--- src/rtl/mipsfpga_ahb_lcd_spi_tx.sv ---
// Buffered SPI LCD transmitter: {RS, byte} FIFO feeding a mode-0, MSB-first serializer
// with per-byte chip select. Status (level/full/done/ovf) goes back to the GPIO read mux.
module mipsfpga_ahb_lcd_spi_tx #(
    parameter int unsigned CLK_DIV = 4,
    parameter int unsigned FIFO_AW = 2
) (
    input  logic               HCLK,
    input  logic               HRESET,
    input  logic               wr_en,
    input  logic [8:0]         wr_data,
    input  logic               ovf_clr,
    output logic               full,
    output logic               done,
    output logic [FIFO_AW:0]   level,
    output logic               ovf,
    output logic               lcd_sck,
    output logic               lcd_sdo,
    output logic               lcd_rs,
    output logic               lcd_cs_n
);

    localparam int unsigned DEPTH = 2 ** FIFO_AW;
    localparam int unsigned LVL_W = FIFO_AW + 1;
    localparam int unsigned DIV_W = $clog2(CLK_DIV) + 1;
    localparam logic [DIV_W-1:0] DIV_LAST = DIV_W'(CLK_DIV - 1);
    localparam logic [LVL_W-1:0] LVL_FULL = LVL_W'(DEPTH);

    localparam logic [1:0] S_IDLE  = 2'd0;
    localparam logic [1:0] S_LOAD  = 2'd1;
    localparam logic [1:0] S_SHIFT = 2'd2;
    localparam logic [1:0] S_GAP   = 2'd3;

    logic [1:0]         state_q, state_d;
    logic [DIV_W-1:0]   div_q, div_d;
    logic [3:0]         edge_cnt_q, edge_cnt_d;
    logic [7:0]         shreg_q, shreg_d;
    logic               sck_q, sck_d;
    logic               sdo_q, sdo_d;
    logic               rs_q, rs_d;
    logic               cs_n_q, cs_n_d;
    logic [8:0]         mem_q [DEPTH];
    logic [8:0]         mem_d [DEPTH];
    logic [FIFO_AW-1:0] wr_ptr_q, wr_ptr_d;
    logic [FIFO_AW-1:0] rd_ptr_q, rd_ptr_d;
    logic [LVL_W-1:0]   level_q, level_d;
    logic               full_q, full_d;
    logic               done_q, done_d;
    logic               ovf_q, ovf_d;

    logic               pop;
    logic               push;
    logic               drop;
    logic [8:0]         head;

    // Next-state: FIFO bookkeeping, status flags and the serializer FSM.
    always_comb begin
        state_d    = state_q;
        div_d      = div_q;
        edge_cnt_d = edge_cnt_q;
        shreg_d    = shreg_q;
        sck_d      = sck_q;
        sdo_d      = sdo_q;
        rs_d       = rs_q;
        cs_n_d     = cs_n_q;
        mem_d      = mem_q;
        wr_ptr_d   = wr_ptr_q;
        rd_ptr_d   = rd_ptr_q;
        level_d    = level_q;
        ovf_d      = ovf_q;

        // The head is only consumed in LOAD, so a full FIFO can still take a push that cycle.
        pop  = (state_q == S_LOAD);
        push = wr_en && (!full_q || pop);
        drop = wr_en && full_q && !pop;
        head = mem_q[rd_ptr_q];

        if (push) begin
            mem_d[wr_ptr_q] = wr_data;
            wr_ptr_d        = wr_ptr_q + FIFO_AW'(1);
        end
        if (pop) begin
            rd_ptr_d = rd_ptr_q + FIFO_AW'(1);
        end

        case ({push, pop})
            2'b10:   level_d = level_q + LVL_W'(1);
            2'b01:   level_d = level_q - LVL_W'(1);
            default: level_d = level_q;
        endcase

        // A drop in the same cycle as a clear leaves the flag set.
        if (drop) begin
            ovf_d = 1'b1;
        end else if (ovf_clr) begin
            ovf_d = 1'b0;
        end

        case (state_q)
            S_IDLE: begin
                if (level_q != '0) begin
                    state_d = S_LOAD;
                end
            end
            S_LOAD: begin
                shreg_d    = head[7:0];
                rs_d       = head[8];
                sdo_d      = head[7];
                cs_n_d     = 1'b0;
                sck_d      = 1'b0;
                div_d      = '0;
                edge_cnt_d = '0;
                state_d    = S_SHIFT;
            end
            S_SHIFT: begin
                if (div_q == DIV_LAST) begin
                    div_d      = '0;
                    edge_cnt_d = edge_cnt_q + 4'd1;
                    if (!sck_q) begin
                        sck_d = 1'b1;
                    end else begin
                        sck_d = 1'b0;
                        // Sixteenth toggle is the trailing fall after bit 0: close the byte.
                        if (edge_cnt_q == 4'd15) begin
                            cs_n_d  = 1'b1;
                            sdo_d   = 1'b0;
                            state_d = S_GAP;
                        end else begin
                            shreg_d = {shreg_q[6:0], 1'b0};
                            sdo_d   = shreg_q[6];
                        end
                    end
                end else begin
                    div_d = div_q + DIV_W'(1);
                end
            end
            default: begin
                if (div_q == DIV_LAST) begin
                    div_d   = '0;
                    state_d = S_IDLE;
                end else begin
                    div_d = div_q + DIV_W'(1);
                end
            end
        endcase

        full_d = (level_d == LVL_FULL);
        done_d = (level_d == '0) && (state_d == S_IDLE);
    end

    // State and output registers; reset aborts any byte in flight.
    always_ff @(posedge HCLK or posedge HRESET) begin
        if (HRESET) begin
            state_q    <= S_IDLE;
            div_q      <= '0;
            edge_cnt_q <= '0;
            shreg_q    <= '0;
            sck_q      <= 1'b0;
            sdo_q      <= 1'b0;
            rs_q       <= 1'b0;
            cs_n_q     <= 1'b1;
            for (int i = 0; i < int'(DEPTH); i++) begin
                mem_q[i] <= '0;
            end
            wr_ptr_q   <= '0;
            rd_ptr_q   <= '0;
            level_q    <= '0;
            full_q     <= 1'b0;
            done_q     <= 1'b1;
            ovf_q      <= 1'b0;
        end else begin
            state_q    <= state_d;
            div_q      <= div_d;
            edge_cnt_q <= edge_cnt_d;
            shreg_q    <= shreg_d;
            sck_q      <= sck_d;
            sdo_q      <= sdo_d;
            rs_q       <= rs_d;
            cs_n_q     <= cs_n_d;
            mem_q      <= mem_d;
            wr_ptr_q   <= wr_ptr_d;
            rd_ptr_q   <= rd_ptr_d;
            level_q    <= level_d;
            full_q     <= full_d;
            done_q     <= done_d;
            ovf_q      <= ovf_d;
        end
    end

    assign full     = full_q;
    assign done     = done_q;
    assign level    = level_q;
    assign ovf      = ovf_q;
    assign lcd_sck  = sck_q;
    assign lcd_sdo  = sdo_q;
    assign lcd_rs   = rs_q;
    assign lcd_cs_n = cs_n_q;

endmodule
--- config.mk ---
export PLATFORM = sky130hd
export DESIGN_NAME = mipsfpga_ahb_lcd_spi_tx
export DESIGN_NICKNAME = d
export VERILOG_FILES = /design/src/rtl/mipsfpga_ahb_lcd_spi_tx.sv
export SDC_FILE = /design/constraint.sdc
export NUM_CORES = 1
export LEC_CHECK = 0
export ABC_AREA = 0
export CORE_MARGIN = 2
export CORE_UTILIZATION = 62
export CTS_CLUSTER_SIZE = 16
export DETAILED_ROUTE_END_ITERATION = 8
export PLACE_DENSITY = 0.87
export SKIP_CTS_REPAIR_TIMING = 1
export SYNTH_ARGS = -nofsm -noshare
export SYNTH_HDL_FRONTEND = slang
export SYNTH_SLANG_ARGS = --single-unit
--- constraint.sdc ---
create_clock -name HCLK -period 3.8 [get_ports HCLK]
set_input_delay 0.38 -clock HCLK [delete_from_list [all_inputs] [get_ports HCLK]]
set_output_delay 0.38 -clock HCLK [all_outputs]
set_load 0.02 [all_outputs]
==> out/summary.txt, run 1 <==
Status -> complete, no violations
R2r setup slk -> 0.99 ns
Top flip-flop cell by instance count after synthesis -> dfrtp_1
Peak ir drop on the vdd network -> 387 uV
Count of mapped cells out of synthesis -> 241
List of cells traversed by the critical path -> inv_1 > ha_1 > nand2b_1 > and2_1 > inv_2 > ha_1 > inv_1 > fa_1 > xor2_1 > nor2_1 > xor2_1 > and2_1
Worst flop-to-flop path startpoint -> state_q[1]
Final count of hold timing violations -> 0
Start-to-end type of the worst setup path -> flop to flop
Syn_area_per_cell -> 12.9 um^2
Reg clk slew, reported paths -> 0.06 ns
Mapped cell area -> 3110 um^2
Cell taking the most area after synthesis -> dfrtp_1
Share of the synthesized area in the top cell type -> 51.6%
Number of distinct library cells after synthesis -> 41
Last weighted congestion value of the routability-driven placer -> 0.802
Depth of the worst register-to-register path -> 12
Clock tree from TritonCTS -> built
Via count of the first global-routing pass -> 1,952
Largest driver fanout on the critical path -> 8
Worst Hold Class -> flop to flop
Initial antenna violation count -> 0
Syn_nets -> 266
Yosys warnings -> 0
First-pass DRT Iterations -> 4
Buffers on Ports -> 22
CORE AREA -> 4790 um^2
Count of antenna diodes in the layout -> 0
Insertion delay of the later-clocked pin in the worst-skew pair -> 0.33 ns
Number of endpoints failing setup at the final stage -> 0
Number of H-tree branching levels -> 3
Minimum clock period after layout -> 2.81 ns
WL final -> 5410 um
Worst slew margin relative to its limit -> 43.3%
Vias after detailed routing -> 1,912
Slew Viols, Final -> 0
Worst Setup EP -> full
Maximum number of pins on one net before global-route repair -> 42
Start point of the critical path -> state_q[1]
Kind of cell adding the most delay to the critical path -> adder cells
Global-route wire length before repair -> 9270 um
Count of pins on the block boundary -> 23
Remaining Overflow, GRT -> 0
Post-DP HPWL -> 3800 um
Clk sinks -> 66
Die extent in y -> 74.8 um
Count of flip-flops with a built-in enable after synthesis -> 0
Final worst path period share -> 73.8%
Kind of capture point of the worst setup path -> flop
Die X -> 74.8 um
Post-detailed-route count of antenna-violating nets -> 0
Crit path max-delay cell type -> dfrtp_1
Max-Cap Viols -> 0
Setup_tns -> 0 ns
Wirelength per Cell -> 16.0 um
Register bit total from synthesis -> 66
Number of buffers on the longest clock path -> 2
Overall fraction of global-route tracks in use -> 22.6%
Area added between synthesis and finish -> 14.9%
Share of post-route cells with drive strength above 1 -> 12.9%
Number of DRC markers in iteration 0 -> 105
Max Clock Skew -> 0.00348 ns
Cts bufs inserted -> 9
Initial Util -> 64.9%
Part of the Yosys area used for sequential elements -> 53.3%
Area of the die -> 5590 um^2
Fmax achieved -> 0.356 GHz
WP data arrival -> 3.08 ns
Share of synthesized flip-flops with an asynchronous set or reset -> 100%
Data required time at the worst endpoint -> 4.07 ns
Number of core rows -> 25
Number of instances in the placed design -> 322
Delay of the slowest cell on the worst path -> 0.44 ns
Vias per std cell -> 5.66
Leakage power -> 1.55 nW
CP startpoint kind -> flop
Nets@finish -> 291
Power density over the cells -> 617 nW/um^2
Buf/Inv on CP -> 3
Stages on worst setup path -> 12
Worst reg2reg path endpoint -> full
Biggest area contributors in the synthesized netlist -> dfrtp_1 (52%), mux2_1 (13%), mux4_2 (6.5%)
CTS root buffer -> clkbuf_8
Worst slew pin tran -> 0.850 ns
Origin of the worst min-delay path -> div_q[0]
Detailed-route DRC error count -> 0
Final cell count without fillers -> 338
Setup repair after global routing missed its margin -> false
[stage by stage]
| step | total power [mW] | hold WS (ns) | setup WS, ns | utilization, % | area [um^2] |
|---|---|---|---|---|---|
| 4_1_cts | 2.23 | 0.486 | 0.979 | 74.6 | 3570 |
| 3_3_place_gp | 1.59 | 0.468 | 1.19 | 70.5 | 3370 |
| 3_5_place_dp | 1.64 | 0.478 | 1.05 | 70.5 | 3370 |
| 2_1_floorplan | 1.46 | 0.450 | 1.23 | - | 3110 |
| 6_report | 2.20 | 0.485 | 0.994 | 74.6 | 3570 |
| 5_1_grt | 2.34 | 0.505 | 0.729 | 74.6 | 3570 |
[report_power, final]
part | internal [mW] | switching (mW)
logic | 0.314 | 0.246
clock network | 0.339 | 0.236
registers | 0.934 | 0.132
total | 1.59 | 0.615
[layer usage]
metal / share of wire (%) / GRT usage (%)
met1: 45 / 30.6
met2: 51 / 36.2
met3: 2.7 / 4.42
met4: 1.2 / 9.13
met5: 0 / 0
[area by class of cell]
cell class                 count  area, um^2
tap                           67        83.8
multi-input combinational    152        1350
inverter                      14        52.6
clock inverter                 2        35.0
fill                         308        1220
timing repair buffer          23         228
clock buffer                  14         163
sequential                    66        1650
[cells in the mapped netlist (3+ instances only)]
cell type	instances
o22ai_1	3
inv_1	11
buf_2	3
mux4_2	9
nand2_1	22
nor2_1	5
nand2_2	4
a41oi_1	6
xnor2_1	3
clkbuf_1	4
dfrtp_1	64
nand3_1	3
o21ai_1	9
xor2_1	3
mux2_1	36
ha_1	11
a21oi_1	8
mux2i_1	4
[layout by cell type, fill, tap and decap left out, types with 3 or more instances in the layout]
master | synthesis | routed
clkdlybuf4s50_1 | 0 | 22
ha_1 | 11 | 11
clkbuf_1 | 4 | 3
o22ai_1 | 3 | 3
a21oi_1 | 8 | 8
mux2i_1 | 4 | 4
nand2_2 | 4 | 4
mux2_1 | 36 | 36
xnor2_1 | 3 | 3
o21ai_1 | 9 | 9
clkbuf_8 | 0 | 11
nand3_1 | 3 | 3
nor2_1 | 5 | 5
a41oi_1 | 6 | 6
dfrtp_1 | 64 | 64
xor2_1 | 3 | 3
nand2_1 | 22 | 22
inv_1 | 11 | 10
mux4_2 | 9 | 9
inv_2 | 2 | 3
[state kept, by name, summed over array words and instances, names as in the netlist, 2 cells and up]
name and cells:
state_q 2, rd_ptr_q 2, level 3, edge_cnt_q 4, shreg_q 7, div_q 3, wr_ptr_q 2, mem_q 36
[logic make-up (layout without fill, tap and decap cells)]
logic type                 Yosys count  in the layout  share of synthesized area (%)
DFF                                 66             66                           53.3
buffers and inverters               23             53                           3.14
xor gates and xnor gates             6              6                           1.69
AOI/OAI and AO/OA                   36             36                           7.94
muxes                               50             50                           21.2
adders and majority gates           12             12                           5.08
and+or+nand+nor                     48             48                           7.65
[worst min path at each step]
stage               depth (start not counted)        to
floorplan                                   1  div_q[0]
global placement                            1  div_q[0]
detailed placement                          1  mem_q[1]
CTS                                         1  div_q[0]
global route                                1  div_q[0]
finish                                      1  div_q[0]
Note: power is estimated with default switching activity, not from simulation.
==> run 2: changes to the inputs <==
--- a/config.mk
+++ b/config.mk
@@ -7,10 +7,10 @@
 export LEC_CHECK = 0
 export ABC_AREA = 0
 export CORE_MARGIN = 2
-export CORE_UTILIZATION = 62
+export CORE_UTILIZATION = 58
 export CTS_CLUSTER_SIZE = 16
 export DETAILED_ROUTE_END_ITERATION = 8
-export PLACE_DENSITY = 0.87
+export PLACE_DENSITY = 0.82
 export SKIP_CTS_REPAIR_TIMING = 1
 export SYNTH_ARGS = -nofsm -noshare
 export SYNTH_HDL_FRONTEND = slang
==> constraint.sdc (replaced) <==
create_clock -name HCLK -period 2.9 [get_ports HCLK]
set_input_delay 0.29 -clock HCLK [delete_from_list [all_inputs] [get_ports HCLK]]
set_output_delay 0.29 -clock HCLK [all_outputs]
set_load 0.02 [all_outputs]
==> run 2 against run 1 <==
  * Worst setup slack worse by 0.69 ns
  * Sequential share of layout area down 0.34 points
  * Cell count up 1.5%
  * Critical path type unchanged
  * Critical endpoint unchanged
  * Highest routed layer unchanged
==> out/summary.txt, run 2 (same netlist as run 1, synthesis figures left out) <==
Status -> complete, no violations (unchanged)
Slew Viols, Final -> 0 (unchanged)
Kind of capture point of the worst setup path -> flop (unchanged)
Final cell count without fillers -> 343 (was 338)
Number of buffers on the longest clock path -> 2 (unchanged)
Nets@finish -> 293 (was 291)
Minimum clock period after layout -> 2.60 ns (was 2.81 ns)
Fmax achieved -> 0.385 GHz (was 0.356 GHz)
Worst Hold Class -> primary input to asynchronous set/reset pin (was flop to flop)
Post-DP HPWL -> 3880 um (was 3800 um)
Max Clock Skew -> 0.0145 ns (was 0.00348 ns)
CTS root buffer -> clkbuf_8 (unchanged)
Vias after detailed routing -> 1,954 (was 1,912)
Peak ir drop on the vdd network -> 699 uV (was 387 uV)
Delay of the slowest cell on the worst path -> 0.43 ns (was 0.44 ns)
Number of core rows -> 26 (was 25)
Worst slew pin tran -> 0.689 ns (was 0.850 ns)
CP startpoint kind -> flop (unchanged)
Wirelength per Cell -> 16.0 um (about the same)
Number of H-tree branching levels -> 3 (unchanged)
Vias per std cell -> 5.70 (was 5.66)
Leakage power -> 1.56 nW (was 1.55 nW)
Highest-count cells in the layout ignoring fill and taps -> dfrtp_1 (64), mux2_1 (36), nand2_1 (22), clkdlybuf4s50_1 (22) (unchanged)
Area used by multi-input combinational logic -> 1350 um^2 (unchanged)
Insertion delay of the later-clocked pin in the worst-skew pair -> 0.34 ns (was 0.33 ns)
Post-detailed-route count of antenna-violating nets -> 0 (unchanged)
Area added between synthesis and finish -> 15.8% (was 14.9%)
Area of the die -> 5960 um^2 (was 5590 um^2)
Most common cell after layout, fill and taps aside -> dfrtp_1 (unchanged)
Detailed-route DRC error count -> 0 (unchanged)
Final-layout fill cell count -> 383 (was 308)
Die X -> 77.2 um (was 74.8 um)
Count of pins on the block boundary -> 23 (unchanged)
Worst slew margin relative to its limit -> 53.8% (was 43.3%)
Global-route wire length before repair -> 9560 um (was 9270 um)
CORE AREA -> 5140 um^2 (was 4790 um^2)
First-pass DRT Iterations -> 4 (unchanged)
Placement-stage cell area -> 3390 um^2 (was 3370 um^2)
Final worst path period share -> 89.7% (was 73.8%)
Via count of the first global-routing pass -> 1,952 (unchanged)
Cts bufs inserted -> 9 (unchanged)
Data required time at the worst endpoint -> 3.18 ns (was 4.07 ns)
Depth of the worst register-to-register path -> 12 (unchanged)
WL final -> 5500 um (was 5410 um)
Setup repair after global routing missed its margin -> false (unchanged)
R2r setup slk -> 0.30 ns (was 0.99 ns)
Setup_tns -> 0 ns (unchanged)
Count of antenna diodes in the layout -> 0 (unchanged)
Max-Cap Viols -> 0 (unchanged)
Worst setup slack after layout -> 0.300 ns (was 0.994 ns)
Largest register FFs -> 36 (unchanged)
Largest driver fanout on the critical path -> 8 (unchanged)
Initial antenna violation count -> 0 (unchanged)
Sequential standard cell area -> 1650 um^2 (unchanged)
Clock tree from TritonCTS -> built (unchanged)
Number of instances in the placed design -> 327 (was 322)
Reg clk slew, reported paths -> 0.08 ns (was 0.06 ns)
Last weighted congestion value of the routability-driven placer -> 0.742 (was 0.802)
Register name with the most flops -> mem_q (unchanged)
Post-route cell area -> 3600 um^2 (was 3570 um^2)
WP data arrival -> 2.88 ns (was 3.08 ns)
Power density over the cells -> 810 nW/um^2 (was 617 nW/um^2)
Share of post-route cells with drive strength above 1 -> 14.3% (was 12.9%)
Number of endpoints failing setup at the final stage -> 0 (unchanged)
Start-to-end type of the worst setup path -> flop to flop (unchanged)
Registers with the highest flip-flop counts -> mem_q (36), shreg_q (7), edge_cnt_q (4) (unchanged)
Buffers on Ports -> 22 (unchanged)
Crit path max-delay cell type -> dfrtp_1 (unchanged)
Final count of hold timing violations -> 0 (unchanged)
Overall power -> 2.91 mW (was 2.20 mW)
Maximum number of pins on one net before global-route repair -> 33 (was 42)
Initial Util -> 60.4% (was 64.9%)
Core utilization of the finished layout -> 70.0% (was 74.6%)
Worst reg2reg path endpoint -> full (unchanged)
Clk sinks -> 66 (unchanged)
List of cells traversed by the critical path -> inv_1 > ha_1 > nand2b_1 > and2_1 > inv_2 > ha_1 > inv_1 > fa_1 > xor2_1 > nor2_1 > xor2_1 > and2_1 (unchanged)
Overall fraction of global-route tracks in use -> 20.9% (was 22.6%)
Number of DRC markers in iteration 0 -> 137 (was 105)
Final Hold Slack -> 0.357 ns (was 0.485 ns)
Worst flop-to-flop path startpoint -> state_q[1] (unchanged)
Setup Slack @ Placement -> 0.309 ns (was 1.05 ns)
Remaining Overflow, GRT -> 0 (unchanged)
Die extent in y -> 77.2 um (was 74.8 um)
-- run 2: how the worst max path moves through the flow --
stage	startpoint	to	cells after the start
2_1_floorplan	state_q[1]	full	14
3_3_place_gp	state_q[1]	full	12
3_5_place_dp	state_q[1]	full	12
4_1_cts	state_q[1]	full	12
5_1_grt	state_q[1]	full	12
6_report	state_q[1]	full	12
-- run 2: final cells by class --
class / count / share of cell area [%]
Timing Repair Buffer: 25 / 6.75
Clock inverter: 4 / 1.39
Inverter: 14 / 1.46
Multi-Input combinational cell: 152 / 37.6
Clock buffer: 12 / 4.31
Tap cell: 70 / 2.44
Sequential cell: 66 / 46.0
-- run 2: report_power, final --
group          internal, mW  switching, mW
Clock                 0.443          0.344
Combinational         0.412          0.322
Sequential             1.22          0.170
Total                  2.08          0.836
-- run 2: worst max-delay path, delay by kind of cell, from the launching register on --
family / cells / cell delay (ns)
xor gates and xnor gates: 2 / 0.44
adders and majority gates: 3 / 0.74
buffers and inverters: 3 / 0.23
DFF: 1 / 0.43
and+or+nand+nor: 4 / 0.71
-- run 2: metal layers --
layer	up-vias	part of all wire (%)	track usage, %
met5	-	0	0
met4	0	1.5	8.57
met3	8	4.5	4.35
met2	50	49	33.3
met1	973	45	28.2
li1	923	-	-
==> run 3: changes to the inputs <==
--- a/config.mk
+++ b/config.mk
@@ -6,7 +6,8 @@
 export NUM_CORES = 1
 export LEC_CHECK = 0
 export ABC_AREA = 0
-export CORE_MARGIN = 2
+export ABC_CLOCK_PERIOD_IN_PS = 2900
+export CORE_MARGIN = 10
 export CORE_UTILIZATION = 58
 export CTS_CLUSTER_SIZE = 16
 export DETAILED_ROUTE_END_ITERATION = 8
==> run 3 against run 2 <==
  * First-iteration DRC count is 23% lower
  * Cell count is 0.29% lower
  * Sequential power hardly changed
  * Via count is 0.31% lower
  * Sequential share of layout area is 0.23 points higher
  * Critical path depth stayed put
  * Global-route usage is 7.1 points lower
  * Non-clock buffer count is 1 lower
  * Register-to-register slack better by 0.03 ns
  * Clock skew is 0.0065 ns lower
  * Wire length is 1.1% higher
  * Critical endpoint unchanged
  * Highest routed layer unchanged
==> out/summary.txt, run 3 (same netlist as run 1, synthesis figures left out) <==
Cts bufs inserted -> 9 (unchanged)
Clk sinks -> 66 (unchanged)
Minimum clock period after layout -> 2.57 ns (was 2.60 ns)
Clock tree from TritonCTS -> built (unchanged)
Status -> complete, no violations (unchanged)
Register name with the most flops -> mem_q (unchanged)
Buffers on Ports -> 22 (unchanged)
CORE AREA -> 5140 um^2 (unchanged)
Number of H-tree branching levels -> 3 (unchanged)
Busiest metal layer after global routing -> met2 (unchanged)
CP startpoint kind -> flop (unchanged)
Setup repair after global routing missed its margin -> false (unchanged)
Detailed-route DRC error count -> 0 (unchanged)
Post-route cell area -> 3580 um^2 (was 3600 um^2)
Peak ir drop on the vdd network -> 522 uV (was 699 uV)
Max-Cap Viols -> 0 (unchanged)
Area added between synthesis and finish -> 15.2% (was 15.8%)
Insertion delay of the later-clocked pin in the worst-skew pair -> 0.34 ns (about the same)
Data required time at the worst endpoint -> 3.18 ns (about the same)
Via count of the first global-routing pass -> 1,981 (was 1,952)
GRT met1 Usage -> 17.2% (was 28.2%)
Reg clk slew, reported paths -> 0.07 ns (was 0.08 ns)
Share of post-route cells with drive strength above 1 -> 13.6% (was 14.3%)
Met3 capacity usage during global routing -> 3.60% (was 4.35%)
Post-detailed-route count of antenna-violating nets -> 0 (unchanged)
Worst slew margin relative to its limit -> 49.6% (was 53.8%)
Final Hold Slack -> 0.365 ns (was 0.357 ns)
Die extent in y -> 93.2 um (was 77.2 um)
WL final -> 5570 um (was 5500 um)
Count of pins on the block boundary -> 23 (unchanged)
R2r setup slk -> 0.33 ns (was 0.30 ns)
Global-route wire length before repair -> 9520 um (was 9560 um)
Maximum number of pins on one net before global-route repair -> 37 (was 33)
Kind of capture point of the worst setup path -> flop (unchanged)
Met2 demand-to-capacity share in global routing -> 22.0% (was 33.3%)
Placement-stage cell area -> 3400 um^2 (was 3390 um^2)
Remaining Overflow, GRT -> 0 (unchanged)
CTS root buffer -> clkbuf_8 (unchanged)
Depth of the worst register-to-register path -> 12 (unchanged)
Worst slew pin tran -> 0.752 ns (was 0.689 ns)
First-pass DRT Iterations -> 4 (unchanged)
Die X -> 93.2 um (was 77.2 um)
Last weighted congestion value of the routability-driven placer -> 0.790 (was 0.742)
Most common cell after layout, fill and taps aside -> dfrtp_1 (unchanged)
Final worst path period share -> 88.6% (was 89.7%)
Area of the die -> 8680 um^2 (was 5960 um^2)
Vias after detailed routing -> 1,948 (was 1,954)
Power density over the cells -> 788 nW/um^2 (was 810 nW/um^2)
Largest register FFs -> 36 (unchanged)
Worst Hold Class -> primary input to asynchronous set/reset pin (unchanged)
Vias per std cell -> 5.70 (about the same)
Wirelength per Cell -> 16.3 um (was 16.0 um)
Start-to-end type of the worst setup path -> flop to flop (unchanged)
Final count of hold timing violations -> 0 (unchanged)
Max Clock Skew -> 0.00799 ns (was 0.0145 ns)
Nets@finish -> 292 (was 293)
Final-layout fill cell count -> 371 (was 383)
Initial Util -> 60.4% (unchanged)
Count of antenna diodes in the layout -> 0 (unchanged)
Overall fraction of global-route tracks in use -> 13.8% (was 20.9%)
Initial antenna violation count -> 0 (unchanged)
Number of DRC markers in iteration 0 -> 105 (was 137)
Highest-count cells in the layout ignoring fill and taps -> dfrtp_1 (64), mux2_1 (36), nand2_1 (22), clkdlybuf4s50_1 (22), clkbuf_8 (12) (was dfrtp_1 (64), mux2_1 (36), nand2_1 (22), clkdlybuf4s50_1 (22))
Post-DP HPWL -> 3940 um (was 3880 um)
Leakage power -> 1.56 nW (about the same)
Number of endpoints failing setup at the final stage -> 0 (unchanged)
Setup_tns -> 0 ns (unchanged)
Slew Viols, Final -> 0 (unchanged)
Number of buffers on the longest clock path -> 2 (unchanged)
Largest driver fanout on the critical path -> 8 (unchanged)
Registers with the highest flip-flop counts -> mem_q (36), shreg_q (7), edge_cnt_q (4) (unchanged)
WP data arrival -> 2.85 ns (was 2.88 ns)
Number of core rows -> 26 (unchanged)
Fmax achieved -> 0.389 GHz (was 0.385 GHz)
-- run 3: cell count changes in the layout (fill, tap and decap cells not counted) --
cell,previous run,this run
clkbuf_1,1,2
clkbuf_8,11,12
clkinv_2,1,2
bufinv_16,1,0
buf_4,3,1
buf_12,0,1
clkinvlp_4,2,0
-- run 3: layer usage --
| metal | vias to the layer above | part of all wire (%) |
|---|---|---|
| li1 | 922 | - |
| met4 | 0 | 1.7 |
| met3 | 8 | 3.3 |
| met2 | 38 | 49 |
| met5 | - | 0 |
| met1 | 980 | 46 |
-- run 3: worst max-delay path, stage by stage, from the launching register on --
cell and delay [ns]:
dfrtp_1 0.42, inv_1 0.08, ha_1 0.19, nand2b_1 0.15, and2_1 0.28, inv_2 0.09, ha_1 0.17, inv_1 0.06
fa_1 0.37, xor2_1 0.17, nor2_1 0.11, xor2_1 0.26, and2_1 0.16
-- run 3: cell type report --
cell class,count,area (um^2),area share (%)
flip-flops and latches,66,1650,46.2
multi-input cells,152,1350,37.8
repair buffers,24,248,6.92
clock buffers,14,173,4.83
well taps,70,87.6,2.45
inverters,14,52.6,1.47
clock inverters,2,10.0,0.280
-- run 3: power breakdown --
group          total (mW)  switching (mW)  internal [mW]  leakage [nW]
Clock               0.707           0.328          0.378        0.0965
Sequential           1.39           0.165           1.22         0.789
Combinational       0.724           0.313          0.411         0.670
Total                2.82           0.806           2.01          1.56
-- run 3: stage by stage --
stage | setup WS, ns | std cells | total power, mW | utilization (%)
6_report | 0.331 | 342 | 2.82 | 69.6
4_1_cts | 0.319 | 342 | 2.85 | 69.6
5_1_grt | 0.0721 | 342 | 2.99 | 69.6
3_3_place_gp | 0.412 | 326 | 2.10 | 66.1
3_5_place_dp | 0.333 | 326 | 2.14 | 66.1
2_1_floorplan | 0.327 | 241 | 1.91 | -
-- run 3: path summary, 6_finish.rpt --
kind / endpoint / startpoint
setup reg to reg: full / state_q[1]
max in group asynchronous: rd_ptr_q[1] / HRESET
setup / recovery: full / state_q[1]
hold reg to reg: mem_q[17] / mem_q[17]
min in group HCLK: mem_q[17] / mem_q[17]
hold / removal: state_q[0] / HRESET
